$ cat config.mk
export PLATFORM = sky130hd
export DESIGN_NAME = reflet_vga_txt_writer_flat
export DESIGN_NICKNAME = d
export VERILOG_FILES = /design/src/rtl/reflet_vga_txt_writer_pkg.sv /design/src/rtl/reflet_vga_txt_writer_if.sv /design/src/rtl/reflet_vga_txt_writer_cursor.sv /design/src/rtl/reflet_vga_txt_writer.sv /design/src/flat_wrapper.sv
export SDC_FILE = /design/constraint.sdc
export NUM_CORES = 1
export LEC_CHECK = 0
export CAP_MARGIN = 20
export CORE_MARGIN = 2
export CORE_UTILIZATION = 42
export DETAILED_ROUTE_END_ITERATION = 10
export PLACE_DENSITY = 0.82
export SLEW_MARGIN = 15
export SYNTH_ARGS = -nofsm -noshare
export SYNTH_HDL_FRONTEND = slang
export SYNTH_SLANG_ARGS = --single-unit
$ cat constraint.sdc
create_clock -name clk -period 2 [get_ports clk]
set_input_delay 0.5 -clock clk [delete_from_list [all_inputs] [get_ports clk]]
set_output_delay 0.5 -clock clk [all_outputs]
set_load 0.005 [all_outputs]
$ cat src/rtl/reflet_vga_txt_writer_pkg.sv
// reflet_vga_txt_writer_pkg
// Shared constants for the VGA text path. It holds the font cell size and the
// control codes that the character-stream writer interprets. It also defines
// the writer FSM state type.
// Optional feature macro: REFLET_VGA_TXT_WRITER_LINE_CLEAR_EN adds the
// ST_LINE_CLEAR state.
package reflet_vga_txt_writer_pkg;

  localparam int FONT_WIDTH  = 8;
  localparam int FONT_HEIGHT = 8;

  localparam logic [7:0] CHR_LF    = 8'h0A;
  localparam logic [7:0] CHR_CR    = 8'h0D;
  localparam logic [7:0] CHR_BS    = 8'h08;
  localparam logic [7:0] CHR_FF    = 8'h0C;
  localparam logic [7:0] CHR_SPACE = 8'h20;

  typedef enum logic [1:0] {
    ST_IDLE       = 2'd0,
`ifdef REFLET_VGA_TXT_WRITER_LINE_CLEAR_EN
    ST_CLEAR      = 2'd1,
    ST_LINE_CLEAR = 2'd2
`else
    ST_CLEAR      = 2'd1
`endif
  } state_t;

  // True for bytes that move the cursor or start a clear instead of being drawn.
  function automatic logic is_ctrl(input logic [7:0] c);
    return (c == CHR_LF) || (c == CHR_CR) || (c == CHR_BS) || (c == CHR_FF);
  endfunction

endpackage

$ cat src/rtl/reflet_vga_txt_writer_if.sv
// reflet_vga_txt_writer_if
// This interface bundles the writer's byte handshake, colour inputs, clear
// request, text-memory write port and cursor position.
//   slave  : the writer. It takes bytes and colours in, and drives the write
//            port and cursor out.
//   master : the byte source and renderer side.
// Parameters: H_W column width, V_W row width, CD bits per colour channel.
interface reflet_vga_txt_writer_if #(
  parameter int H_W = 7,
  parameter int V_W = 6,
  parameter int CD  = 8
) ();
  logic [7:0]     char_in;
  logic           char_valid;
  logic           char_ready;
  logic [CD-1:0]  R_fg_in, G_fg_in, B_fg_in;
  logic [CD-1:0]  R_bg_in, G_bg_in, B_bg_in;
  logic           clear_req;
  logic           busy;
  logic           write_en;
  logic [H_W-1:0] h_txt_out;
  logic [V_W-1:0] v_txt_out;
  logic [7:0]     char_out;
  logic [CD-1:0]  R_fg_out, G_fg_out, B_fg_out;
  logic [CD-1:0]  R_bg_out, G_bg_out, B_bg_out;
  logic [H_W-1:0] cursor_h;
  logic [V_W-1:0] cursor_v;

  modport slave (
    input  char_in, char_valid, R_fg_in, G_fg_in, B_fg_in,
           R_bg_in, G_bg_in, B_bg_in, clear_req,
    output char_ready, busy, write_en, h_txt_out, v_txt_out, char_out,
           R_fg_out, G_fg_out, B_fg_out, R_bg_out, G_bg_out, B_bg_out,
           cursor_h, cursor_v
  );

  modport master (
    output char_in, char_valid, R_fg_in, G_fg_in, B_fg_in,
           R_bg_in, G_bg_in, B_bg_in, clear_req,
    input  char_ready, busy, write_en, h_txt_out, v_txt_out, char_out,
           R_fg_out, G_fg_out, B_fg_out, R_bg_out, G_bg_out, B_bg_out,
           cursor_h, cursor_v
  );
endinterface

$ cat src/rtl/reflet_vga_txt_writer_cursor.sv
// reflet_vga_txt_writer_cursor
// This module holds the text cursor as column/row counters.
// Ports:
//   clk, rst_n         : clock and asynchronous active-low reset
//   advance_i          : step one column, wrapping to the next row
//   newline_i          : column 0, next row
//   cr_i               : column 0
//   bs_i               : one column back, saturating at 0
//   home_i             : return to (0,0); takes priority over all other moves
//   col_o, row_o       : registered cursor position
//   new_row_o          : combinational; high when this cycle's move lands on a new row
// Rows wrap from ROWS-1 back to 0. There is no scrolling.
module reflet_vga_txt_writer_cursor #(
  parameter int COLS = 80,
  parameter int ROWS = 60,
  parameter int H_W  = 7,
  parameter int V_W  = 6
) (
  input  logic           clk,
  input  logic           rst_n,
  input  logic           advance_i,
  input  logic           newline_i,
  input  logic           cr_i,
  input  logic           bs_i,
  input  logic           home_i,
  output logic [H_W-1:0] col_o,
  output logic [V_W-1:0] row_o,
  output logic           new_row_o
);
  logic [H_W-1:0] col_q, col_d;
  logic [V_W-1:0] row_q, row_d;
  logic [V_W-1:0] row_inc;

  assign row_inc = (row_q == V_W'(ROWS - 1)) ? '0 : row_q + V_W'(1);

  always_comb begin
    col_d     = col_q;
    row_d     = row_q;
    new_row_o = 1'b0;
    if (home_i) begin
      col_d = '0;
      row_d = '0;
    end else if (newline_i) begin
      col_d     = '0;
      row_d     = row_inc;
      new_row_o = 1'b1;
    end else if (cr_i) begin
      col_d = '0;
    end else if (bs_i) begin
      if (col_q != '0) col_d = col_q - H_W'(1);
    end else if (advance_i) begin
      if (col_q == H_W'(COLS - 1)) begin
        col_d     = '0;
        row_d     = row_inc;
        new_row_o = 1'b1;
      end else begin
        col_d = col_q + H_W'(1);
      end
    end
  end

  always_ff @(posedge clk or negedge rst_n) begin
    if (!rst_n) begin
      col_q <= '0;
      row_q <= '0;
    end else begin
      col_q <= col_d;
      row_q <= row_d;
    end
  end

  assign col_o = col_q;
  assign row_o = row_q;
endmodule

$ cat src/rtl/reflet_vga_txt_writer.sv
// reflet_vga_txt_writer
// This is the character-stream front end for the VGA text renderer. It takes
// bytes over a valid/ready handshake and interprets LF/CR/BS/FF. It drives the
// registered text-memory write port, and runs the full-screen clear sequencer.
// Ports:
//   clk   : system clock
//   reset : asynchronous active-low reset
//   bus   : reflet_vga_txt_writer_if.slave, which carries the byte handshake,
//           colours, clear_req, busy, the write port and the cursor position
// Optional feature macro: REFLET_VGA_TXT_WRITER_LINE_CLEAR_EN. When it is
// defined, every move onto a new row by LF or wrap blanks that row.
module reflet_vga_txt_writer
  import reflet_vga_txt_writer_pkg::*;
#(
  parameter int h_size        = 640,
  parameter int v_size        = 480,
  parameter int color_depth   = 8,
  parameter int bit_reduction = 0
) (
  input  logic                  clk,
  input  logic                  reset,
  reflet_vga_txt_writer_if.slave bus
);
  localparam int COLS = h_size / FONT_WIDTH / (2 ** bit_reduction);
  localparam int ROWS = v_size / FONT_HEIGHT / (2 ** bit_reduction);
  localparam int H_W  = $clog2(COLS);
  localparam int V_W  = $clog2(ROWS);
  localparam int CD   = color_depth;

  state_t         state_q;
  logic           busy_q, write_en_q;
  logic [H_W-1:0] h_q, clr_h_q;
  logic [V_W-1:0] v_q, clr_v_q;
  logic [7:0]     char_q;
  logic [CD-1:0]  r_fg_q, g_fg_q, b_fg_q, r_bg_q, g_bg_q, b_bg_q;
  logic [CD-1:0]  r_lat_q, g_lat_q, b_lat_q;

  logic [H_W-1:0] cur_col;
  logic [V_W-1:0] cur_row, fill_row;
  logic           new_row, accept, printable, clear_start, clear_done, fill_last;

  // Ready is gated by reset so that it reads 0 while the block is held in reset.
  assign bus.char_ready = reset & (state_q == ST_IDLE) & ~bus.clear_req;
  assign accept      = bus.char_valid & bus.char_ready;
  assign printable   = ~is_ctrl(bus.char_in);
  assign clear_start = (state_q == ST_IDLE) &
                       (bus.clear_req | (accept & (bus.char_in == CHR_FF)));
  assign fill_last   = (clr_h_q == H_W'(COLS - 1));
  assign clear_done  = (state_q == ST_CLEAR) & fill_last & (clr_v_q == V_W'(ROWS - 1));

`ifdef REFLET_VGA_TXT_WRITER_LINE_CLEAR_EN
  // A line clear blanks the row the cursor has just moved onto.
  assign fill_row = (state_q == ST_CLEAR) ? clr_v_q : cur_row;
`else
  logic unused_new_row;
  assign unused_new_row = new_row;
  assign fill_row       = clr_v_q;
`endif

  reflet_vga_txt_writer_cursor #(
    .COLS(COLS), .ROWS(ROWS), .H_W(H_W), .V_W(V_W)
  ) u_cursor (
    .clk       (clk),
    .rst_n     (reset),
    .advance_i (accept & printable),
    .newline_i (accept & (bus.char_in == CHR_LF)),
    .cr_i      (accept & (bus.char_in == CHR_CR)),
    .bs_i      (accept & (bus.char_in == CHR_BS)),
    .home_i    (clear_done),
    .col_o     (cur_col),
    .row_o     (cur_row),
    .new_row_o (new_row)
  );

  always_ff @(posedge clk or negedge reset) begin
    if (!reset) begin
      state_q    <= ST_IDLE;
      busy_q     <= 1'b0;
      write_en_q <= 1'b0;
      h_q        <= '0;
      v_q        <= '0;
      char_q     <= '0;
      r_fg_q     <= '0;
      g_fg_q     <= '0;
      b_fg_q     <= '0;
      r_bg_q     <= '0;
      g_bg_q     <= '0;
      b_bg_q     <= '0;
      r_lat_q    <= '0;
      g_lat_q    <= '0;
      b_lat_q    <= '0;
      clr_h_q    <= '0;
      clr_v_q    <= '0;
    end else begin
      write_en_q <= 1'b0;
      if (state_q == ST_IDLE) begin
        if (clear_start) begin
          state_q <= ST_CLEAR;
          busy_q  <= 1'b1;
          clr_h_q <= '0;
          clr_v_q <= '0;
          r_lat_q <= bus.R_bg_in;
          g_lat_q <= bus.G_bg_in;
          b_lat_q <= bus.B_bg_in;
        end else if (accept) begin
          r_lat_q <= bus.R_bg_in;
          g_lat_q <= bus.G_bg_in;
          b_lat_q <= bus.B_bg_in;
          if (printable) begin
            write_en_q <= 1'b1;
            h_q        <= cur_col;
            v_q        <= cur_row;
            char_q     <= bus.char_in;
            r_fg_q     <= bus.R_fg_in;
            g_fg_q     <= bus.G_fg_in;
            b_fg_q     <= bus.B_fg_in;
            r_bg_q     <= bus.R_bg_in;
            g_bg_q     <= bus.G_bg_in;
            b_bg_q     <= bus.B_bg_in;
          end
`ifdef REFLET_VGA_TXT_WRITER_LINE_CLEAR_EN
          if (new_row) begin
            state_q <= ST_LINE_CLEAR;
            busy_q  <= 1'b1;
            clr_h_q <= '0;
          end
`endif
        end
      end else begin
        // Fill states write one blank cell per cycle in the latched bg colour.
        write_en_q <= 1'b1;
        h_q        <= clr_h_q;
        v_q        <= fill_row;
        char_q     <= CHR_SPACE;
        r_fg_q     <= r_lat_q;
        g_fg_q     <= g_lat_q;
        b_fg_q     <= b_lat_q;
        r_bg_q     <= r_lat_q;
        g_bg_q     <= g_lat_q;
        b_bg_q     <= b_lat_q;
        if (fill_last) begin
          clr_h_q <= '0;
          if ((state_q != ST_CLEAR) || (clr_v_q == V_W'(ROWS - 1))) begin
            state_q <= ST_IDLE;
            busy_q  <= 1'b0;
          end else begin
            clr_v_q <= clr_v_q + V_W'(1);
          end
        end else begin
          clr_h_q <= clr_h_q + H_W'(1);
        end
      end
    end
  end

  assign bus.busy      = busy_q;
  assign bus.write_en  = write_en_q;
  assign bus.h_txt_out = h_q;
  assign bus.v_txt_out = v_q;
  assign bus.char_out  = char_q;
  assign bus.R_fg_out  = r_fg_q;
  assign bus.G_fg_out  = g_fg_q;
  assign bus.B_fg_out  = b_fg_q;
  assign bus.R_bg_out  = r_bg_q;
  assign bus.G_bg_out  = g_bg_q;
  assign bus.B_bg_out  = b_bg_q;
  assign bus.cursor_h  = cur_col;
  assign bus.cursor_v  = cur_row;
endmodule
$ cat src/flat_wrapper.sv
// flat-port wrapper written by rule: the top's interface ports become plain ports
module reflet_vga_txt_writer_flat import reflet_vga_txt_writer_pkg::*;
#(
  parameter int h_size        = 640,
  parameter int v_size        = 480,
  parameter int color_depth   = 8,
  parameter int bit_reduction = 0
)
  (clk, reset, bus_char_in, bus_char_valid, bus_R_fg_in, bus_G_fg_in, bus_B_fg_in, bus_R_bg_in, bus_G_bg_in, bus_B_bg_in, bus_clear_req, bus_char_ready, bus_busy, bus_write_en, bus_h_txt_out, bus_v_txt_out, bus_char_out, bus_R_fg_out, bus_G_fg_out, bus_B_fg_out, bus_R_bg_out, bus_G_bg_out, bus_B_bg_out, bus_cursor_h, bus_cursor_v);
  reflet_vga_txt_writer_if bus_i ();
  input  logic clk;
  input  logic reset;
  input wire logic [$bits(bus_i.char_in)-1:0] bus_char_in;
  input wire logic [$bits(bus_i.char_valid)-1:0] bus_char_valid;
  input wire logic [$bits(bus_i.R_fg_in)-1:0] bus_R_fg_in;
  input wire logic [$bits(bus_i.G_fg_in)-1:0] bus_G_fg_in;
  input wire logic [$bits(bus_i.B_fg_in)-1:0] bus_B_fg_in;
  input wire logic [$bits(bus_i.R_bg_in)-1:0] bus_R_bg_in;
  input wire logic [$bits(bus_i.G_bg_in)-1:0] bus_G_bg_in;
  input wire logic [$bits(bus_i.B_bg_in)-1:0] bus_B_bg_in;
  input wire logic [$bits(bus_i.clear_req)-1:0] bus_clear_req;
  output wire logic [$bits(bus_i.char_ready)-1:0] bus_char_ready;
  output wire logic [$bits(bus_i.busy)-1:0] bus_busy;
  output wire logic [$bits(bus_i.write_en)-1:0] bus_write_en;
  output wire logic [$bits(bus_i.h_txt_out)-1:0] bus_h_txt_out;
  output wire logic [$bits(bus_i.v_txt_out)-1:0] bus_v_txt_out;
  output wire logic [$bits(bus_i.char_out)-1:0] bus_char_out;
  output wire logic [$bits(bus_i.R_fg_out)-1:0] bus_R_fg_out;
  output wire logic [$bits(bus_i.G_fg_out)-1:0] bus_G_fg_out;
  output wire logic [$bits(bus_i.B_fg_out)-1:0] bus_B_fg_out;
  output wire logic [$bits(bus_i.R_bg_out)-1:0] bus_R_bg_out;
  output wire logic [$bits(bus_i.G_bg_out)-1:0] bus_G_bg_out;
  output wire logic [$bits(bus_i.B_bg_out)-1:0] bus_B_bg_out;
  output wire logic [$bits(bus_i.cursor_h)-1:0] bus_cursor_h;
  output wire logic [$bits(bus_i.cursor_v)-1:0] bus_cursor_v;
  assign bus_i.char_in = bus_char_in;
  assign bus_i.char_valid = bus_char_valid;
  assign bus_i.R_fg_in = bus_R_fg_in;
  assign bus_i.G_fg_in = bus_G_fg_in;
  assign bus_i.B_fg_in = bus_B_fg_in;
  assign bus_i.R_bg_in = bus_R_bg_in;
  assign bus_i.G_bg_in = bus_G_bg_in;
  assign bus_i.B_bg_in = bus_B_bg_in;
  assign bus_i.clear_req = bus_clear_req;
  assign bus_char_ready = bus_i.char_ready;
  assign bus_busy = bus_i.busy;
  assign bus_write_en = bus_i.write_en;
  assign bus_h_txt_out = bus_i.h_txt_out;
  assign bus_v_txt_out = bus_i.v_txt_out;
  assign bus_char_out = bus_i.char_out;
  assign bus_R_fg_out = bus_i.R_fg_out;
  assign bus_G_fg_out = bus_i.G_fg_out;
  assign bus_B_fg_out = bus_i.B_fg_out;
  assign bus_R_bg_out = bus_i.R_bg_out;
  assign bus_G_bg_out = bus_i.G_bg_out;
  assign bus_B_bg_out = bus_i.B_bg_out;
  assign bus_cursor_h = bus_i.cursor_h;
  assign bus_cursor_v = bus_i.cursor_v;
  reflet_vga_txt_writer #(.h_size(h_size), .v_size(v_size), .color_depth(color_depth), .bit_reduction(bit_reduction)) u_core (.clk(clk), .reset(reset), .bus(bus_i));
endmodule
# Word-level counts from Yosys, hierarchy flattened
# Cells that the tools add are included.
# word_totals
reg_bits,123
latchBits,0
ramBits,0
rom_bits,0
inputBits,60
out_inout_bits,85
wordCells,149
n_memories,0
# op_classes
n_addsub,5
mul,0
n_div,0
magnitude_cmp,0
eq_ne,18
n_shift,0
muxes,75
n_bitwise,14
n_reduce_logical,18
# op_table
operator,n
$mux 8,34
$mux 7,14
$mux 6,15
$eq 8x4->1 const B,4
$add 7x1->7 const B,2
$eq 7x7->1 const B,2
$add 6x1->6 const B,2
$eq 6x6->1 const B,2
$and 1x1->1,11
$reduce_and 3->1,3
$mux 1,8
$mux 2,4
$ne 2x1->1 const B,4
$reduce_bool 7->1,1
$sub 7x1->7 const B,1
$ne 3x2->1 const B,2
$reduce_bool 2->1,3
$reduce_bool 3->1,2
$ne 5x3->1 const B,1
$reduce_bool 5->1,1
$logic_or 1x1->1,4
$ne 2x2->1 const B,2
$reduce_and 2->1,2
$reduce_and 4->1,1
4 further kinds,5

# Longest topological paths before layout
# Gate-level depths: netlist (run 1).
# depth
ltp_word,11
mapped_depth,10
ltp_nobuf,8

# By module
# A second synthesis (run 1) with hierarchy kept.
# unflattened
hier_cells,477
area_unflattened_um2,5465.2
# modules_own_cells
mod,instances,cells_per_inst,area_per_inst_um2,seq_area_each_um2
reflet_vga_txt_writer,1,379,4581.9,2702.6
reflet_vga_txt_writer_cursor,1,98,883.3,325.3

# Least setup slack after synthesis (run 1)
# OpenSTA, ideal clock, no wires.
# synth_path
kind,input to register
from,in bus_char_in[6]
to,reg u_core.u_cursor.col_q[2] (netlist: u_core.u_cursor.col_o[2])
setup_ps,123
arrival_ps,2059
required_ps,1877
path_slack_ps,-182
stages,7
n_path_buf,1
cell_sequence,or4b_4 nor4_4 buf_4 mux2i_1 nor3_1 a31oi_1 nand2_1
# synth_via
elab_chain_cells,8
elab_cells_between_ends,19
classes_between,5 x eq/ne; 4 x mux; 5 x bitwise; 5 x reduce/logical
# synth_rtl
item,line,source
"start, declared",flat_wrapper.sv:13,input wire logic [$bits(bus_i.char_in)-1:0] bus_char_in;
$eq 8x4->1 (on tied branches),"reflet_vga_txt_writer_pkg.sv:30, reflet_vga_txt_writer.sv:66, reflet_vga_txt_writer.sv:67",
$logic_or 1x1->1 (3 in a row),reflet_vga_txt_writer_pkg.sv:30,return (c == CHR_LF) || (c == CHR_CR) || (c == CHR_BS) || (c == CHR_FF);
$not 1->1,reflet_vga_txt_writer.sv:45,assign printable = ~is_ctrl(bus.char_in);
$and 1x1->1,reflet_vga_txt_writer.sv:65,".advance_i (accept & printable),"
$reduce_bool 5->1 (no source line),--,
$reduce_and 2->1 (no source line),--,
"end signal, assigned",reflet_vga_txt_writer_cursor.sv:67,col_q <= col_d;
"end, declared",reflet_vga_txt_writer_cursor.sv:30,"logic [H_W-1:0] col_q, col_d;"
# Several ways; a longest one is shown, not always the timed one.
# A chain may end at the register's enable or synchronous reset.

# Worst setup path after layout (run 1)
# layout_path
from,in bus_char_in[4]
to,reg u_core.u_cursor.row_q[2] (netlist: u_core.u_cursor.row_o[2])
# layout_via
elab_chain_cells,8
elab_cells_between_ends,19
classes_between,6 x eq/ne; 2 x mux; 5 x bitwise; 6 x reduce/logical
# layout_rtl
item,line,source
$eq 8x4->1 (on tied branches),"reflet_vga_txt_writer_pkg.sv:30, reflet_vga_txt_writer.sv:66, reflet_vga_txt_writer.sv:67",
$logic_or 1x1->1 (3 in a row),reflet_vga_txt_writer_pkg.sv:30,
$not 1->1,reflet_vga_txt_writer.sv:45,
$and 1x1->1,reflet_vga_txt_writer.sv:65,
$reduce_bool 3->1 (no source line),--,
$reduce_and 4->1 (no source line),--,
"end signal, assigned",reflet_vga_txt_writer_cursor.sv:68,row_q <= row_d;
"end, declared",reflet_vga_txt_writer_cursor.sv:31,"logic [V_W-1:0] row_q, row_d;"
# Several ways; a longest one is shown, not always the timed one.

==> results by group, run 1 <==
Synthesis
  – Compound-cell area share of the yosys netlist: 0.144
  – Synth cell types: 57
  – Post-synth top area share: 0.531
  – Post-Syn Area per Cell: 9.79 um2
  – Post-Syn Instances: 583
  – Post-synthesis xor/xnor area fraction: 0.00921
  – Syn nets: 648
  – Leading cell types by count after synthesis: 149 x nand2_1, 121 x dfrtp_1, 52 x a31oi_1
  – Post-synth top area cell: dfrtp_1
  – Area contributors post-synth: dfrtp_1 53%, nand2_1 9.8%, a31oi_1 5.7%
  – Predominant post-synthesis flop cell: dfrtp_1
  – Largest family of logic cells by synthesized area: simple AND/OR/NAND/NOR gates
  – Synth Register Bits: 121
  – Area share of fa/ha/maj cells after synthesis: 0.0110
  – Synth warnings: 0
  – Post-Synth Simple-Gate Area: 0.192
  – EDFF count, synth: 0
  – Post-synthesis mux area share: 0.0794
  – Most common cell in the synthesized netlist: nand2_1
  – Ys async rst share: 1.00
  – Post-synthesis sequential area ratio: 0.531
  – Mapped cell area: 5710 um2

Floorplan
  – # IOs: 145
  – Initial core utilization: 0.431
  – Die W: 121 um
  – Core area: 13200 um2
  – Rows: 42
  – Die Area: 14500 um2
  – DIE HEIGHT: 121 um

Setup path
  – Worst path required time: 2.31 ns
  – Top cell by count, worst path: buf_6
  – Biggest cell delay along the critical path: 0.60 ns
  – Worst setup endpoint: u_core.u_cursor.row_o[2]
  – Critical Path Start: bus_char_in[4]
  – Worst Path Arrival: 2.40 ns
  – Startpoint Class: primary input
  – CP Cell Sequence: buf_6 > or4b_4 > buf_12 > nor2_8 > a22oi_2 > o31ai_4 > buf_6 > a31oi_4 > a311oi_2
  – Crit-path max FO: 8
  – RR Startpoint: u_core.u_cursor.col_o[1]
  – Crit-path slowest cell: or4b_4
  – Reg2reg setup slack: -0.05 ns
  – Critical path type: in -> reg
  – Reg2reg path depth: 9
  – Worst setup EP type: flop
  – FF-to-FF End: u_core.u_cursor.row_o[2]

Timing
  – Minimum clock period: 2.09 ns
  – Setup Skew: 0.00887 ns
  – Final Hold Viols: 0
  – Max Clock Freq: 477 MHz
  – Final setup viols: 23
  – RSZ-0062 raised after global routing: true
  – Setup ws final: -0.0944 ns
  – Slew Limit Fails: 0
  – Min Hold Slack: 0.334 ns
  – Relative slew slack: 0.431
  – Fin crit share: 1.05
  – Worst-Margin Slew: 0.853 ns

Finish
  – Share of layout cells above drive strength 1: 0.306
  – Fillcell total: 907
  – Final net count: 879
  – P&R area growth vs syn: 63.7%
  – Final core occ: 0.705

Detailed routing
  – Wire per inst: 20.4 um
  – Number of DRC markers in iteration 0: 583
  – Routed vias: 5728
  – ANT nets after route: 0
  – DRC Markers: 0
  – Detailed-route wire length: 20.5 mm
  – Drt via density: 5.71
  – DRT Pass-1 Iters: 5

Run status
  – Violated checks: setup timing
  – Status: complete, but fails checks

Clock network
  – Clock-pin slew on the worst setup and hold paths: 0.06 ns
  – Num Clock Sinks: 121
  – Insertion delay to the later sink of the worst-skew pair: 0.42 ns
  – Hold_buf cts: 0
  – CTS buffer count: 17
  – Root Buffer: clkbuf_16
  – TritonCTS clock tree: yes
  – H-tree depth: 4
  – Bufs on Longest Clock Path: 2

Global route
  – Gr usage total: 0.264
  – Antenna violations before repair: 1
  – First-pass GRT wire length: 29.9 mm
  – Grt total ovfl: 0
  – Largest net degree at the start of global routing: 74
  – Vias in the first global route: 5755

Worst hold path
  – Hold Crit Class: in -> reg
  – Hold Crit Depth: 3

Pwr
  – Leak: 0.00408 uW
  – PD cells: 764 nW/um2
  – VDD IR-drop max: 0.493 mV

Placed design
  – DP HPWL: 11.4 mm
  – Port buffer count: 144
  – Gpl congestion: 0.847

Run
  – Number of max-cap violations: 0
power by group:
part | switching, uW | internal, uW | leakage [uW]
registers | 213 | 2690 | 0.00158
logic | 439 | 617 | 0.00221
clock network | 1180 | 2010 | 0.000292
total | 1830 | 5310 | 0.00408
kinds of logic after synthesis:
family                     Yosys count
DFF                                121
adders and majority gates            5
buffers and inverters               43
AOI/OAI and AO/OA                  126
muxes                               42
and+or+nand+nor                    240
xor gates and xnor gates             6
sequential cells by signal, summed over array words and instances, names as in the netlist:
signal                 count
u_core.b_lat_q             8
u_core.bus.B_bg_out        8
u_core.bus.B_fg_out        8
u_core.bus.G_bg_out        8
u_core.bus.G_fg_out        8
u_core.bus.R_bg_out        8
u_core.bus.R_fg_out        8
u_core.bus.char_out        8
u_core.g_lat_q             8
u_core.r_lat_q             8
u_core.bus.h_txt_out       7
u_core.clr_h_q             7
u_core.u_cursor.col_o      7
u_core.bus.v_txt_out       6
u_core.clr_v_q             6
u_core.u_cursor.row_o      6
u_core.bus.write_en        1
u_core.state_q             1
critical path: cells and delay by family:
| family | cells | cell delay (ns) |
|---|---|---|
| simple gates | 2 | 0.68 |
| buf+inv | 3 | 0.44 |
| compound gates | 4 | 0.78 |
how the worst min path moves through the flow:
stage                                start                      to  slack, ns
finish                      bus_char_in[5]  u_core.bus.char_out[5]       0.33
global route                bus_char_in[5]  u_core.bus.char_out[5]       0.33
CTS                         bus_char_in[6]  u_core.bus.char_out[6]       0.33
detailed placement  u_core.bus.char_out[5]  u_core.bus.char_out[5]       0.49
global placement    u_core.bus.char_out[5]  u_core.bus.char_out[5]       0.49
floorplan                            reset       u_core.b_lat_q[0]       0.20
layout by cell type, fill, tap and decap left out, types with 4 or more instances in the layout:
master | synthesis | final
nand2_2 | 0 | 18
buf_16 | 0 | 5
nand2_1 | 149 | 125
buf_4 | 2 | 72
nor2_1 | 40 | 38
a21oi_2 | 1 | 7
buf_6 | 1 | 17
o21ai_0 | 16 | 14
inv_6 | 0 | 4
buf_12 | 0 | 10
mux2i_1 | 16 | 14
a21oi_1 | 16 | 9
clkbuf_16 | 0 | 20
mux2_2 | 26 | 26
nand2_4 | 0 | 6
nor2b_1 | 5 | 5
dlygate4sd2_1 | 0 | 7
a311oi_2 | 1 | 4
dfrtp_1 | 121 | 114
nand3_1 | 11 | 9
nor3_1 | 6 | 5
dfrtp_2 | 0 | 7
o21ai_1 | 16 | 16
clkdlybuf4s50_1 | 0 | 129
a31oi_1 | 52 | 50
timing repair:
action / 4_1_cts / 5_1_grt
gates cloned: 7 / 3
endpoints found under the hold margin: 0 / 0
setup endpoints to repair: 102 / 93
pin swaps: 19 / 43
buffers inserted: 22 / 23
gates resized for setup: 58 / 72
stage by stage:
step / setup slack (ns) / TNS, ns / area [um2] / cells / power, uW
after floorplan: -0.182 / -8.81 / 5770 / 583 / 3200
after global placement: -0.746 / -77.20 / 7740 / 918 / 3810
after detailed placement: -0.846 / -81.47 / 7740 / 918 / 3860
after CTS: -0.0455 / -0.186 / 8850 / 978 / 7030
after global routing: -0.145 / -2.72 / 9340 / 1004 / 7370
final: -0.0944 / -0.801 / 9340 / 1004 / 7140
layer usage:
| layer | vias up | global-route usage | wire, um |
|---|---|---|---|
| met5 | - | 0 | 0 |
| li1 | 2529 | - | - |
| met1 | 2858 | 0.323 | 7910 |
| met3 | 61 | 0.0519 | 1140 |
| met4 | 0 | 0.136 | 760 |
| met2 | 280 | 0.445 | 10700 |
final cells by class:
class                   count  area (um2)  share of cell area
clock buffers              20         447              0.0478
repair buffers            250        2610               0.280
well taps                 176         220              0.0236
flip-flops and latches    121        3040               0.325
multi-input cells         419        2840               0.304
clock inverters            12         163              0.0174
diodes                      1        2.50            0.000268
inverters                   5        18.8             0.00201
Note: power is estimated with default switching activity, not from simulation.
==> run 2: changes to the inputs <==
--- a/config.mk
+++ b/config.mk
@@ -9,7 +9,7 @@
 export CORE_MARGIN = 2
 export CORE_UTILIZATION = 42
 export DETAILED_ROUTE_END_ITERATION = 10
-export PLACE_DENSITY = 0.82
+export PLACE_DENSITY = 0.79
 export SLEW_MARGIN = 15
 export SYNTH_ARGS = -nofsm -noshare
 export SYNTH_HDL_FRONTEND = slang
==> run 2 against run 1 <==
  * The flow still finishes with violations (setup timing)
  * Final cell count fell by 2.1%
  * Clock skew fell by 0.0020 ns
  * Wire length fell by 13%
  * Combinational power fell by 9%
  * Via count fell by 4.5%
  * Sequential share of layout area rose by 1.7 points
  * Hold slack got worse by 0.041 ns
  * Largest cell class unchanged
  * Largest power group unchanged
==> results by group, run 2 (synthesis gave the netlist of run 1 again) <==
Run status
  – Status: complete, but fails checks
  – Violated checks: setup timing

Timing
  – Relative slew slack: 0.433 (+0.00149)
  – Max Clock Freq: 449 MHz (-6.0%)
  – RSZ-0062 raised after global routing: true
  – Final setup viols: 12 (-48%)
  – Minimum clock period: 2.23 ns (+0.134 ns)
  – Setup Skew: 0.00683 ns (-0.00204 ns)
  – Final Hold Viols: 0 (unchanged)
  – Setup ws final: -0.229 ns (-0.134 ns)
  – Fin crit share: 1.11 (+0.0671)
  – Setup TNS: -1.49 ns (-0.686 ns)
  – Min Hold Slack: 0.293 ns (-0.0410 ns)
  – Worst-Margin Slew: 0.851 ns (-0.00224 ns)
  – Slew Limit Fails: 0 (unchanged)

Placed design
  – DP HPWL: 11.1 mm (-2.6%)
  – Port buffer count: 144 (unchanged)
  – Area of placed instances: 7750 um2 (+0.13%)
  – Gpl congestion: 0.884 (+4.4%)

Floorplan
  – Initial core utilization: 0.431 (unchanged)
  – DIE HEIGHT: 121 um (unchanged)
  – Die W: 121 um (unchanged)
  – Core area: 13200 um2 (unchanged)
  – # IOs: 145 (unchanged)
  – Rows: 42 (unchanged)
  – Die Area: 14500 um2 (unchanged)

Detailed routing
  – Metal2 WL: 8.81 mm (-17%)
  – Drt via density: 5.57 (-2.4%)
  – Wire length on met1: 7.22 mm (-8.8%)
  – Wire per inst: 18.2 um (-11%)
  – ANT nets after route: 0 (unchanged)
  – Metal3 WL: 1.38 mm (+21%)
  – Routed vias: 5472 (-4.5%)
  – Number of DRC markers in iteration 0: 524 (-10%)
  – DRC Markers: 0 (unchanged)
  – Max layer used: met4
  – Detailed-route wire length: 17.9 mm (-13%)
  – DRT Pass-1 Iters: 5 (unchanged)

Global route
  – Vias in the first global route: 5551 (-3.5%)
  – Largest net degree at the start of global routing: 78 (+5.4%)
  – Gr usage total: 0.249 (-0.0159)
  – First-pass GRT wire length: 28.1 mm (-5.8%)
  – Antenna violations before repair: 0 (-1)
  – Grt total ovfl: 0 (unchanged)

Finish
  – Final net count: 860 (-2.2%)
  – Design Area, Final: 8880 um2 (-5.0%)
  – Share of layout cells above drive strength 1: 0.247 (-0.0593)
  – Most frequent cells in the layout: 147 x nand2_1, 133 x clkdlybuf4s50_1, 115 x dfrtp_1
  – Most common cell after layout, fill and taps aside: nand2_1
  – Ant. Diodes: 0 (-1)
  – P&R area growth vs syn: 55.6%

Pwr
  – Leak: 0.00389 uW (-4.6%)
  – VDD IR-drop max: 0.438 mV (-11%)
  – PD cells: 786 nW/um2 (+2.9%)

Clock network
  – Num Clock Sinks: 121 (unchanged)
  – Bufs on Longest Clock Path: 2 (unchanged)
  – Root Buffer: clkbuf_16
  – TritonCTS clock tree: yes
  – CTS buffer count: 17 (unchanged)
  – Insertion delay to the later sink of the worst-skew pair: 0.42 ns (about the same)
  – H-tree depth: 4 (unchanged)
  – Clock-pin slew on the worst setup and hold paths: 0.05 ns (about the same)
  – Hold_buf cts: 0 (unchanged)

Setup path
  – Worst setup EP type: flop
  – Crit-path max FO: 5 (-3)
  – Critical path type: reg -> reg
  – Startpoint Class: flop
  – Worst path required time: 2.34 ns (+0.03 ns)
  – Worst Path Arrival: 2.57 ns (+0.17 ns)

Worst hold path
  – Hold Crit Class: in -> reg

Run
  – Number of max-cap violations: 0 (unchanged)
run 2: final cells by class:
| class | instances | area, um2 |
|---|---|---|
| Fill cell | 960 | 4370 |
| Sequential cell | 121 | 3040 |
| Multi-Input combinational cell | 420 | 2690 |
| Timing Repair Buffer | 230 | 2310 |
| Clock buffer | 23 | 488 |
| Tap cell | 176 | 220 |
| Clock inverter | 8 | 118 |
| Inverter | 5 | 18.8 |
run 2: path summary, 6_finish.rpt:
path	startpoint	endpoint	slack (ns)	cells past startpoint
max	u_core.u_cursor.col_o[0]	u_core.u_cursor.col_o[3]	-0.23	9
min	bus_char_in[5]	u_core.bus.char_out[5]	0.29	3
max reg2reg	u_core.u_cursor.col_o[0]	u_core.u_cursor.col_o[3]	-0.23	9
min reg2reg	u_core.g_lat_q[0]	u_core.g_lat_q[0]	0.51	1
max in group asynchronous	reset	u_core.u_cursor.row_o[0]	1.01	3
min in group asynchronous	reset	u_core.bus.h_txt_out[4]	0.34	3
run 2: routing by layer:
metal	vias up	GRT usage
li1	2475	-
met1	2679	0.304
met2	274	0.409
met3	44	0.0726
met4	0	0.108
met5	-	0
run 2: critical path: stages (launching register included):
cell and delay [ns]:
dfrtp_2 0.41, inv_2 0.08, ha_4 0.14, or3b_4 0.40, o41ai_4 0.37, a21oi_2 0.13, a311oi_2 0.25, buf_4 0.19
a21oi_2 0.03, mux2i_1 0.13
run 2: power breakdown:
part / switching [uW] / internal, uW / total (uW) / leakage, uW
combinational: 393 / 571 / 964 / 0.00201
clock: 1070 / 2070 / 3140 / 0.000299
sequential: 187 / 2690 / 2870 / 0.00158
run 2: metrics by stage:
stage / util / power [uW] / setup WS, ns / std cells
after floorplan: - / 3200 / -0.182 / 583
after global placement: 0.585 / 3810 / -0.697 / 921
after detailed placement: 0.585 / 3850 / -0.753 / 921
after CTS: 0.659 / 7010 / -0.133 / 977
after global routing: 0.670 / 7250 / -0.297 / 983
final: 0.670 / 6980 / -0.229 / 983
run 2: repair_timing:
action / 4_1_cts / 5_1_grt
pin swaps: 16 / 10
gates resized for setup: 50 / 22
setup buffers: 21 / 8
cloned: 4 / 1
setup endpoints to repair: 127 / 74
==> patch 1, RTL diff (flow settings as in run 1) <==
Make the reset (`reset` and `rst_n`) synchronous in 2 clocked blocks. Comments in the files are not updated.
--- a/src/rtl/reflet_vga_txt_writer_cursor.sv
+++ b/src/rtl/reflet_vga_txt_writer_cursor.sv
@@ -59,7 +59,7 @@
     end
   end
 
-  always_ff @(posedge clk or negedge rst_n) begin
+  always_ff @(posedge clk) begin
     if (!rst_n) begin
       col_q <= '0;
       row_q <= '0;
--- a/src/rtl/reflet_vga_txt_writer.sv
+++ b/src/rtl/reflet_vga_txt_writer.sv
@@ -72,7 +72,7 @@
     .new_row_o (new_row)
   );
 
-  always_ff @(posedge clk or negedge reset) begin
+  always_ff @(posedge clk) begin
     if (!reset) begin
       state_q    <= ST_IDLE;
       busy_q     <= 1'b0;
Check against the original RTL: differs if reset is asserted again (counterexample within 4 cycles, from zero or initial values and one cycle with reset low); with reset held inactive, the same outputs for 4 cycles.
==> patch 1 against run 1 <==
Sequential cell count is the same. Non-clock buffer count shrank 11. Power shrank 1.9%. Critical path type is now reg -> out. Wire length shrank 13%. Design area shrank 7.4%. Final cell count grew 4.2%. Synthesized area shrank 5.7%. Setup slack gained 140 ps. Sequential power shrank 11%.
==> patch 1: results (changes against run 1) <==
Critical path
  • R2R cell count: 6 (-3)
  • Critical path peak fanout: 9 (+1)
  • CP top delay family: buffers and inverters
  • Max stage delay on crit path: 510 ps (-90 ps)
  • Worst path slowest cell: clkdlybuf4s50_1
  • WP data arrival: 1460 ps (-940 ps)

Logic synthesis
  • Ys async rst share: 0% (-100 points)
  • Yosys Warn Count: 0 (unchanged)
  • Yosys cell types: 70 (+23%)
  • Register area share after synthesis: 45.0% (-8.0 points)
  • Syn Nets: 719 (+11%)
  • Syn Inst Count: 653 (+12%)
  • EDFF count, synth: 0 (unchanged)
  • Leading cell types by count after synthesis: nand2_1, dfxtp_1, nor2_1, a21oi_1, clkbuf_1
  • Synth area leaders: dfxtp_1, nand2_1, a221oi_1

Clocking
  • CTS Root Cell: clkbuf_16
  • Num CTS Buffers: 17 (unchanged)
  • CTS Buffer Depth: 2 (unchanged)
  • Reg clk slew, reported paths: 60 ps (about the same)
  • Htree depth: 4 (unchanged)
  • Skew-Pair Late Insertion Delay: 410 ps

Placement
  • Placed cell count: 1005 (+9.5%)
  • IO buf count: 144 (unchanged)
  • GPL Wtd Cong: 0.891 (+5.1%)
  • DP Area: 7730 um^2 (about the same)
  • Post-DP HPWL: 12.1 mm (+5.6%)

Power
  • Peak supply drop: 0.728 mV (+48%)
  • P_sw: 0.00162 W (-11%)
  • Leak: 3.24 nW (-21%)

Cells and area
  • N_diodes: 0 (-1)
  • Post-layout net count: 927 (+5.5%)
  • Layout cells sized above 1: 22.7% (-7.9 points)

GRT
  • Largest net degree at the start of global routing: 80 (+8.1%)
  • First-pass GRT wire length: 28.1 mm (-6.0%)
  • Tot GR Track Use: 26.2% (-0.25 points)
  • Vias in the first global route: 5644 (-1.9%)
  • Initial antenna violation count: 0 (-1)

Drt
  • DRC: 0 (unchanged)
  • Wirelength per Cell: 17.0 um (-17%)
  • Vias per cell: 5.53 (-3.1%)
  • DR iter-0 viols: 438 (-25%)
  • DRT Pass-1 Iters: 5 (unchanged)
  • DR vias: 5780 (+0.91%)

Run status
  • Outcome: finished clean

Timing
  • Worst Tran Pin Value: 826 ps (-27.2 ps)
  • Clock Skews: 5.96 ps (-2.90 ps)

Hold path
  • Hold depth: 3 (unchanged)
  • Hold Crit Class: in -> reg
## patch 1: kinds of logic after synthesis
family / count (synthesis) / share of synthesized area [%]
AO/OA/AOI/OAI: 184 / 23.0
XOR/XNOR: 3 / 0.628
adder cells (fa/ha/maj): 6 / 1.40
buffers and inverters: 54 / 4.16
flip-flops: 121 / 45.0
multiplexers: 6 / 1.14
AND/OR/NAND/NOR: 279 / 24.7
## patch 1: worst reg2reg max path, delay by kind of cell, from the launching register on
| kind | cells | cell delay (ps) |
|---|---|---|
| compound gates | 3 | 860 |
| simple gates | 2 | 430 |
| flops | 1 | 360 |
| fa+ha+maj | 1 | 230 |
## patch 1: final timing paths
check / startpoint / end / slack, ps
max: u_core.u_cursor.col_o[0]$_SDFFE_PP0P_ / bus_cursor_h[0] / 40
min: bus_char_in[7] / u_core.bus.char_out[7]$_SDFFE_PP0P_ / 360
max reg2reg: u_core.u_cursor.col_o[0]$_SDFFE_PP0P_ / u_core.u_cursor.row_o[5]$_SDFFE_PP0P_ / 60
min reg2reg: u_core.g_lat_q[5]$_SDFFE_PN0P_ / u_core.g_lat_q[5]$_SDFFE_PN0P_ / 450
## patch 1: power by group through the flow
stage                     clock (W)  sequential [W]  combinational [W]
after detailed placement          0         0.00263           0.000838
after global placement            0         0.00263           0.000824
after global routing        0.00366         0.00260           0.000954
after floorplan                   0         0.00263           0.000371
final                       0.00353         0.00259           0.000886
after CTS                   0.00354         0.00259           0.000872
## patch 1: final cells by class
cell class | count | area [um^2]
multi-input combinational | 478 | 3040
clock buffer | 20 | 457
clock inverter | 12 | 220
sequential | 121 | 2440
fill | 926 | 3920
inverter | 4 | 15.0
tap | 172 | 215
timing repair buffer | 239 | 2260
## patch 1: routing by layer
metal	share of wire, %	wire length [um]	track usage (%)	vias up
met5	0	0	0	-
met4	1.6	289	8.71	0
met3	7.4	1320	7.93	25
met2	49	8740	44.1	205
met1	42	7460	32.0	2773
li1	-	-	-	2777
## patch 1: through the flow
step,worst slack [ps],total power (W),hold slack (ps),utilization [%]
6_report,43.7,0.00700,356,68.8
5_1_grt,-9.52,0.00721,380,68.8
4_1_cts,23.1,0.00700,436,68.2
3_5_place_dp,-725,0.00347,442,61.5
3_3_place_gp,-610,0.00345,436,61.5
2_1_floorplan,-29.5,0.00300,432,-
## patch 1: timing repair
action | in CTS | in global routing
setup buffers | 7 | 2
pin swaps | 10 | 4
gates resized for setup | 48 | 18
setup endpoints to repair | 95 | 26
==> patch 2, RTL diff (flow settings as in run 1) <==
Made on the original files. Build with the macro `REFLET_VGA_TXT_WRITER_LINE_CLEAR_EN` defined.
--- a/src/rtl/reflet_vga_txt_writer_pkg.sv
+++ b/src/rtl/reflet_vga_txt_writer_pkg.sv
@@ -4,6 +4,8 @@
 // the writer FSM state type.
 // Optional feature macro: REFLET_VGA_TXT_WRITER_LINE_CLEAR_EN adds the
 // ST_LINE_CLEAR state.
+`define REFLET_VGA_TXT_WRITER_LINE_CLEAR_EN
+
 package reflet_vga_txt_writer_pkg;
 
   localparam int FONT_WIDTH  = 8;
Function: changed (Yosys sat finds a counterexample within 4 cycles, from zero or initial values and one cycle with reset low).
==> patch 2 against run 1 <==
Synthesized area is 3.5% higher. Core utilization down 0.35 points. Wire length is 2.0% higher. Global-route usage grew 1.5 points. Clock skew is essentially flat. Sequential cell count rose by 2. Setup slack got worse by 220 ps. The flow still finishes with violations (setup timing). Design area increased by 3.9%. Critical path depth down 2. Final cell count grew 3.5%.
Power is not compared: it rests on default switching activity, and its combinational part moved more than twofold at a synthesized area within 25%.
==> patch 2: results (changes against run 1) <==
Drt
  • M1 WL: 8.12 mm (+2.6%)
  • Metal3 WL: 1.56 mm (+37%)
  • Wirelength per Cell: 20.1 um (-1.4%)
  • DRT Pass-1 Iters: 9 (+4)

Critical path
  • Start point of the critical path: u_core.state_q[1]$_DFFE_PN0P_
  • Max stage delay on crit path: 550 ps (-50 ps)
  • CP top delay family: simple AND/OR/NAND/NOR gates

Logic synthesis
  • Adder-cell share of the synthesized area: 1.27% (+0.18 points)
  • Yosys cell types: 56 (-1.8%)
  • Synth area leaders: dfrtp_1, nand2_1, mux2_2
  • Syn Nets: 673 (+3.9%)

Placement
  • GPL Wtd Cong: 0.901 (+6.4%)
  • Post-DP HPWL: 11.8 mm (+3.1%)

Cells and area
  • Layout cells sized above 1: 28.4% (-2.2 points)

GRT
  • Met3 Usage GRT: 6.51% (+1.3 points)
  • Vias in the first global route: 5917 (+2.8%)
  • Tot GR Track Use: 28.0% (+1.5 points)
  • First-pass GRT wire length: 31.9 mm (+6.8%)
  • Met2 usage: 45.5% (+1.0 points)
  • Largest net degree at the start of global routing: 71 (-4.1%)

Timing
  • Setup WS post-layout: -316 ps (-222 ps)
  • Final setup viols: 122 (+430%)
  • Clock Skews: 8.43 ps (-0.436 ps)

Power
  • Total power: 0.0102 W

Hold path
  • Hold Crit Class: in -> async

Clocking
  • Resized cells post-CTS: 99 (+71%)

Run status
  • Failing checks: setup timing
  • Outcome: finished, violations left
patch 2: cell count changes in the layout (fill, tap and decap cells not counted), sizes merged, moves of 10 or more:
| cell | change |
|---|---|
| a21oi | -12 |
| mux2i | -11 |
| a22oi | +21 |
| a31oi | -20 |
| nor2 | +13 |
| o21ai | -10 |
| nand2 | -24 |
| nand3b | +10 |
patch 2: final cells by class:
type                    instances  area share [%]
repair buffers                256            28.5
diodes                          1          0.0258
multi-input cells             437            30.6
clock inverters                13            2.00
inverters                      10           0.387
clock buffers                  19            4.46
well taps                     180            2.32
flip-flops and latches        123            31.8
patch 2: stage by stage:
step	instance area [um^2]	TNS (ps)
floorplan	5970	-749
global route	9700	-29800
CTS	9550	-18020
detailed placement	8160	-77060
global placement	8160	-71840
finish	9700	-25460
patch 2: logic make-up after synthesis:
kind of cell             after synthesis
buffers and inverters                 47
AO/OA/AOI/OAI                        127
multiplexers                          32
AND/OR/NAND/NOR                      265
flip-flops                           123
adder cells (fa/ha/maj)                6
XOR/XNOR                               7
